### config.mk
export PLATFORM = sky130hd
export DESIGN_NAME = alu_seq
export DESIGN_NICKNAME = d
export VERILOG_FILES = /design/src/rtl/alu_pkg.sv /design/src/rtl/alu_core.sv /design/src/rtl/alu_seq.sv
export SDC_FILE = /design/constraint.sdc
export NUM_CORES = 1
export LEC_CHECK = 0
export ABC_AREA = 1
export BUFFER_PORTS_ARGS = -buffer_cell sky130_fd_sc_hd__buf_2
export CAP_MARGIN = 40
export CORE_UTILIZATION = 36
export CTS_BUF_LIST = sky130_fd_sc_hd__clkbuf_8
export DETAILED_ROUTE_END_ITERATION = 8
export SYNTH_ARGS = -nofsm -noshare
export SYNTH_HDL_FRONTEND = slang
export SYNTH_SLANG_ARGS = --single-unit
export TNS_END_PERCENT = 30
### constraint.sdc
create_clock -name i_clk -period 3.1 [get_ports i_clk]
set_input_delay 0.93 -clock i_clk [delete_from_list [all_inputs] [get_ports i_clk]]
set_output_delay 0.93 -clock i_clk [all_outputs]
set_load 0.05 [all_outputs]
### src/rtl/alu_pkg.sv
// Shared definitions for the sequential ALU: opcodes (MIPS funct), flag bit positions, FSM states.
package alu_pkg;

  localparam int unsigned OP_W = 6;

  localparam logic [OP_W-1:0] OP_SLL = 6'h00;
  localparam logic [OP_W-1:0] OP_SRL = 6'h02;
  localparam logic [OP_W-1:0] OP_SRA = 6'h03;
  localparam logic [OP_W-1:0] OP_ADD = 6'h20;
  localparam logic [OP_W-1:0] OP_SUB = 6'h22;
  localparam logic [OP_W-1:0] OP_AND = 6'h24;
  localparam logic [OP_W-1:0] OP_OR  = 6'h25;
  localparam logic [OP_W-1:0] OP_XOR = 6'h26;
  localparam logic [OP_W-1:0] OP_NOR = 6'h27;
  localparam logic [OP_W-1:0] OP_SLT = 6'h2A;

  // Flag vector layout is {N,Z,C,V}
  localparam int unsigned FLAG_W = 4;
  localparam int unsigned FLAG_N = 3;
  localparam int unsigned FLAG_Z = 2;
  localparam int unsigned FLAG_C = 1;
  localparam int unsigned FLAG_V = 0;

  typedef enum logic [1:0] {
    ST_IDLE = 2'd0,
    ST_EXEC = 2'd1,
    ST_DONE = 2'd2
  } state_e;

endpackage

### src/rtl/alu_core.sv
// Combinational ALU datapath: (A, B, OP) -> result, {N,Z,C,V} flags and illegal-opcode error.
module alu_core
  import alu_pkg::*;
#(
  parameter int unsigned NB_DATA = 8,
  parameter int unsigned NB_OPS  = 6
) (
  input  logic [NB_DATA-1:0] a_i,
  input  logic [NB_DATA-1:0] b_i,
  input  logic [NB_OPS-1:0]  op_i,
  output logic [NB_DATA-1:0] res_o,
  output logic [FLAG_W-1:0]  flags_o,
  output logic               err_o
);

  localparam int unsigned SH_W = $clog2(NB_DATA);
  localparam int unsigned MSB  = NB_DATA - 1;

  logic [NB_DATA:0]   sum;
  logic [NB_DATA:0]   diff;
  logic [SH_W-1:0]    sh;
  logic [NB_DATA-1:0] res;
  logic               c;
  logic               v;
  logic               err;

  // One extra bit holds carry-out for ADD and borrow for SUB
  assign sum  = {1'b0, a_i} + {1'b0, b_i};
  assign diff = {1'b0, a_i} - {1'b0, b_i};
  assign sh   = b_i[SH_W-1:0];

  always_comb begin
    res = '0;
    c   = 1'b0;
    v   = 1'b0;
    err = 1'b0;
    case (op_i)
      NB_OPS'(OP_ADD): begin
        res = sum[NB_DATA-1:0];
        c   = sum[NB_DATA];
        v   = (a_i[MSB] == b_i[MSB]) && (sum[MSB] != a_i[MSB]);
      end
      NB_OPS'(OP_SUB): begin
        res = diff[NB_DATA-1:0];
        c   = diff[NB_DATA];
        v   = (a_i[MSB] != b_i[MSB]) && (diff[MSB] != a_i[MSB]);
      end
      NB_OPS'(OP_AND): res = a_i & b_i;
      NB_OPS'(OP_OR):  res = a_i | b_i;
      NB_OPS'(OP_XOR): res = a_i ^ b_i;
      NB_OPS'(OP_NOR): res = ~(a_i | b_i);
      NB_OPS'(OP_SLT): res = NB_DATA'($signed(a_i) < $signed(b_i));
      NB_OPS'(OP_SLL): res = a_i << sh;
      NB_OPS'(OP_SRL): res = a_i >> sh;
      NB_OPS'(OP_SRA): res = NB_DATA'($signed(a_i) >>> sh);
      default:         err = 1'b1;
    endcase
  end

  always_comb begin
    flags_o = '0;
    if (!err) begin
      flags_o[FLAG_N] = res[MSB];
      flags_o[FLAG_Z] = (res == '0);
      flags_o[FLAG_C] = c;
      flags_o[FLAG_V] = v;
    end
  end

  assign res_o = res;
  assign err_o = err;

endmodule

### src/rtl/alu_seq.sv
// Sequential ALU wrapper: operand/opcode latches, start/valid/ready handshake with fixed latency,
// registered result/flags/error, and accumulate mode feeding the last committed result back as A.
module alu_seq
  import alu_pkg::*;
#(
  parameter int unsigned NB_DATA = 8,
  parameter int unsigned NB_OPS  = 6,
  parameter int unsigned LATENCY = 2
) (
  input  logic               i_clk,
  input  logic               i_reset,
  input  logic [NB_DATA-1:0] i_data,
  input  logic [NB_OPS-1:0]  i_ops,
  input  logic               i_load_a,
  input  logic               i_load_b,
  input  logic               i_load_op,
  input  logic               i_start,
  input  logic               i_acc,
  input  logic               i_ready,
  output logic               o_busy,
  output logic               o_valid,
  output logic [NB_DATA-1:0] o_res,
  output logic [FLAG_W-1:0]  o_flags,
  output logic               o_err
);

  localparam int unsigned CNT_W    = (LATENCY > 1) ? $clog2(LATENCY) : 1;
  localparam int unsigned CNT_LAST = LATENCY - 1;

  state_e             state_q;
  logic [NB_DATA-1:0] a_q;
  logic [NB_DATA-1:0] b_q;
  logic [NB_OPS-1:0]  op_q;
  logic [NB_DATA-1:0] opa_q;
  logic [NB_DATA-1:0] opb_q;
  logic [NB_OPS-1:0]  opx_q;
  logic [CNT_W-1:0]   cnt_q;
  logic               busy_q;
  logic               valid_q;
  logic [NB_DATA-1:0] res_q;
  logic [FLAG_W-1:0]  flags_q;
  logic               err_q;

  logic [NB_DATA-1:0] opa_d;
  logic [NB_DATA-1:0] core_res;
  logic [FLAG_W-1:0]  core_flags;
  logic               core_err;

  // res_q only changes on entry to DONE, so in IDLE it is the last committed result
  assign opa_d = i_acc ? res_q : a_q;

  alu_core #(
    .NB_DATA (NB_DATA),
    .NB_OPS  (NB_OPS)
  ) u_core (
    .a_i     (opa_q),
    .b_i     (opb_q),
    .op_i    (opx_q),
    .res_o   (core_res),
    .flags_o (core_flags),
    .err_o   (core_err)
  );

  always_ff @(posedge i_clk) begin
    if (i_reset) begin
      state_q <= ST_IDLE;
      a_q     <= '0;
      b_q     <= '0;
      op_q    <= '0;
      opa_q   <= '0;
      opb_q   <= '0;
      opx_q   <= '0;
      cnt_q   <= '0;
      busy_q  <= 1'b0;
      valid_q <= 1'b0;
      res_q   <= '0;
      flags_q <= '0;
      err_q   <= 1'b0;
    end else begin
      case (state_q)
        ST_IDLE: begin
          // Start captures pre-edge latch contents; a simultaneous load lands for the next op
          if (i_load_a)  a_q  <= i_data;
          if (i_load_b)  b_q  <= i_data;
          if (i_load_op) op_q <= i_ops;
          if (i_start) begin
            opa_q   <= opa_d;
            opb_q   <= b_q;
            opx_q   <= op_q;
            cnt_q   <= '0;
            busy_q  <= 1'b1;
            state_q <= ST_EXEC;
          end
        end
        ST_EXEC: begin
          if (cnt_q == CNT_W'(CNT_LAST)) begin
            res_q   <= core_res;
            flags_q <= core_flags;
            err_q   <= core_err;
            valid_q <= 1'b1;
            state_q <= ST_DONE;
          end else begin
            cnt_q <= cnt_q + CNT_W'(1);
          end
        end
        ST_DONE: begin
          if (valid_q && i_ready) begin
            valid_q <= 1'b0;
            busy_q  <= 1'b0;
            state_q <= ST_IDLE;
          end
        end
        default: state_q <= ST_IDLE;
      endcase
    end
  end

  assign o_busy  = busy_q;
  assign o_valid = valid_q;
  assign o_res   = res_q;
  assign o_flags = flags_q;
  assign o_err   = err_q;

endmodule
==> out/metrics.csv <==
stage;metric;value;unit
power_and_ir_drop;p_sw_frac;0.344;
clock_tree;path_clk_slew;0.08;ns
setup_path;rr_endpoint;o_flags[2];
timing;timing.fmax;379;MHz
synth;synth_top_area_share;0.288;
grt;antenna_found_initial;0;
run_status;status;completed;
power_and_ir_drop;p_switching;887;uW
setup_path;end_kind;flop;
clock_tree;cts_buffers;9;
final_layout;mostFrequentLayoutCells;nand2_1 (148), nor2_1 (88), inv_1 (85);
final_layout;num-nets-final;762;
place;io_buffer_count;36;
floorplanning;dieArea;0.0124;mm^2
place;hpwl;10200;um
timing;hold_viol;0;
clock_tree;htree_levels;3;
route;viasPerCell;5.21;
synth;yosysWarnings;0;
power_and_ir_drop;leakagePower;0.00238;uW
route;detail_route.wl_per_cell;15.5;um
route;drc_errors;0;
floorplanning;die_w;111;um
power_and_ir_drop;comb_power_share;0.269;
final_layout;nFillCells;1226;
final_layout;seqCellArea;0.00124;mm^2
flow_run;maxCapViolations;0;
route;drt_iter0_markers;315;
setup_path;cp.required;3.39;ns
synth;synthTopCellsByArea;dfxtp_1 (29%), nand2_1 (13%), nand3_1 (9.8%);
clock_tree;cts_tree;done;
setup_path;regToRegStartpoint;opb_q[2];
synth;synth_nets;737;
synth;synth_area_per_cell;6.26;um^2
min_path;min_path_type;flop to flop;
timing;worst_slew_pin_slew;0.625;ns
final_layout;final_common_cell;nand2_1;
floorplanning;die_y;111;um
route;dr.pass1.iters;6;
setup_path;cp.arrival;2.93;ns
grt;grt_pass1_wl;21700;um
route;vias;4488;
timing;setup_viol;0;
clock_tree;hold_buffers;0;
synth;syn_area;0.00431;mm^2
timing;rsz0062_at_grt;false;
timing;tns;0;ns
power_and_ir_drop;vdd_drop_max;0.329;mV
place;gp_congestion;1.05;
timing;clock_skew;0.0121;ns
timing;drv_slew;0;
synth;synthCells;688;
clock_tree;cts_setup_buffers;0;
final_layout;drive_above_1_share;0.111;
setup_path;crit_fanout;11;
final_layout;multi_input_area;0.00259;mm^2
min_path;hold_end;a_q[3];
power_and_ir_drop;clock_power_share;0.376;
grt;grt_max_degree;48;
setup_path;r2r_slack;0.46;ns
clock_tree;cts_sinks;62;
floorplanning;initial_core_util;0.374;
clock_tree;cts_resized;0;
min_path;whs_path_depth;2;
synth;synth_cell_type_count;31;
final_layout;synthToLayoutAreaGrowth;12.6;%
final_layout;diodes;0;
clock_tree;clkLatencyLatePin;0.35;ns
final_layout;utilization;0.421;
floorplanning;rows;39;
timing;finalCritPeriodShare;0.851;
grt;grt_overflow;0;
setup_path;worst_setup_path_start_kind;flop;
grt;grt_pass1_vias;4228;
power_and_ir_drop;power_frac_seq;0.356;
timing;slew_headroom;0.583;
route;routed_wl;13300;um
power_and_ir_drop;intPower;1690;uW
timing;period_minus_slack;2.64;ns
grt;track_usage;0.224;
setup_path;reg2reg_depth;14;
synth;seq_area_frac_synth;0.288;
synth;yosys.area.top_type;dfxtp_1;
clock_tree;cts_root_buffer;clkbuf_8;
min_path;min-delay-start;a_q[3];
synth;synth_seq_cells;62;
setup_path;critPathKind;flop to flop;
floorplanning;ios;37;
power_and_ir_drop;power_density;532;mW/mm^2
floorplanning;core;0.0115;mm^2
clock_tree;max-clock-path-buffers;2;
route;ant_nets;0;
==> how the worst max path moves through the flow <==
stage,startpoint,to,slack (ns),cells after the start
2_1_floorplan,opb_q[2],o_flags[2],0.93,18
3_3_place_gp,opb_q[2],o_flags[2],0.54,14
3_5_place_dp,opb_q[2],o_flags[2],0.55,14
4_1_cts,opb_q[2],o_flags[2],0.53,14
5_1_grt,opb_q[2],o_flags[2],0.14,14
6_report,opb_q[2],o_flags[2],0.46,14
==> synth_stat cells (all sizes together) <==
master,count
o211ai,4
o21bai,3
buf,13
fa,2
inv,91
nand3,86
a211oi,17
nand4,11
dfxtp,62
nand2,151
and2,2
nor2,97
clkbuf,16
ha,25
a31oi,1
xor2,2
xnor2,1
nor3,3
o21ai,55
nand3b,2
a21oi,44
==> metal layers <==
metal  vias to the layer above  share of wire  track usage
li1                       2284              -            -
met2                       171           0.43        0.339
met5                         -              0            0
met3                        34          0.057       0.0327
met4                         0          0.044        0.132
met1                      1999           0.47        0.303
==> sequential cells by signal (all words and copies together), names as in the netlist <==
signal / count
cnt_q: 1
a_q: 8
state_q: 2
opx_q: 6
o_valid: 1
opb_q: 8
o_flags: 4
b_q: 8
op_q: 6
opa_q: 8
o_err: 1
o_res: 8
o_busy: 1
==> worst max-delay path, stage by stage, from the launching register on <==
cell	delay (ns)
dfxtp_1	0.62
inv_1	0.12
ha_1	0.50
inv_1	0.14
a21oi_2	0.18
nand2_1	0.10
nand2_1	0.09
nand3_1	0.07
nand3_1	0.09
nand2_1	0.10
nor2_1	0.23
nand3_1	0.11
nor2_1	0.11
nor2_1	0.05
nor2_1	0.07
==> cells by family (layout without fill, tap and decap cells) <==
kind of cell | count (synthesis) | in the layout | synth area share
AOI/OAI and AO/OA | 124 | 124 | 0.159
xor gates and xnor gates | 3 | 3 | 0.00610
adders and majority gates | 27 | 27 | 0.0819
buffers and inverters | 120 | 150 | 0.111
DFF | 62 | 62 | 0.288
and+or+nand+nor | 352 | 352 | 0.353
==> metrics by stage <==
stage	setup WS, ns	total power [uW]	area (um^2)	hold slack [ns]	std cells
after floorplan	0.932	1430	4310	0.430	688
after CTS	0.529	2580	4850	0.459	861
final	0.460	2580	4850	0.456	861
after detailed placement	0.553	1620	4580	0.448	845
after global placement	0.539	1610	4580	0.440	845
after global routing	0.139	2730	4850	0.466	861
==> final cells by class <==
type / count / share of cell area
multi-input combinational: 506 / 0.533
clock inverter: 7 / 0.0299
tap: 143 / 0.0369
inverter: 91 / 0.0704
timing repair buffer: 43 / 0.0480
clock buffer: 9 / 0.0255
sequential: 62 / 0.256
==> power by group through the flow <==
stage                     logic [uW]  registers (uW)  clock network, uW
after detailed placement         682             935                  0
final                            693             917                969
after global placement           681             932                  0
after CTS                        685             916                980
after global routing             783             925               1020
after floorplan                  494             937                  0
(Power assumes the default switching activity.)
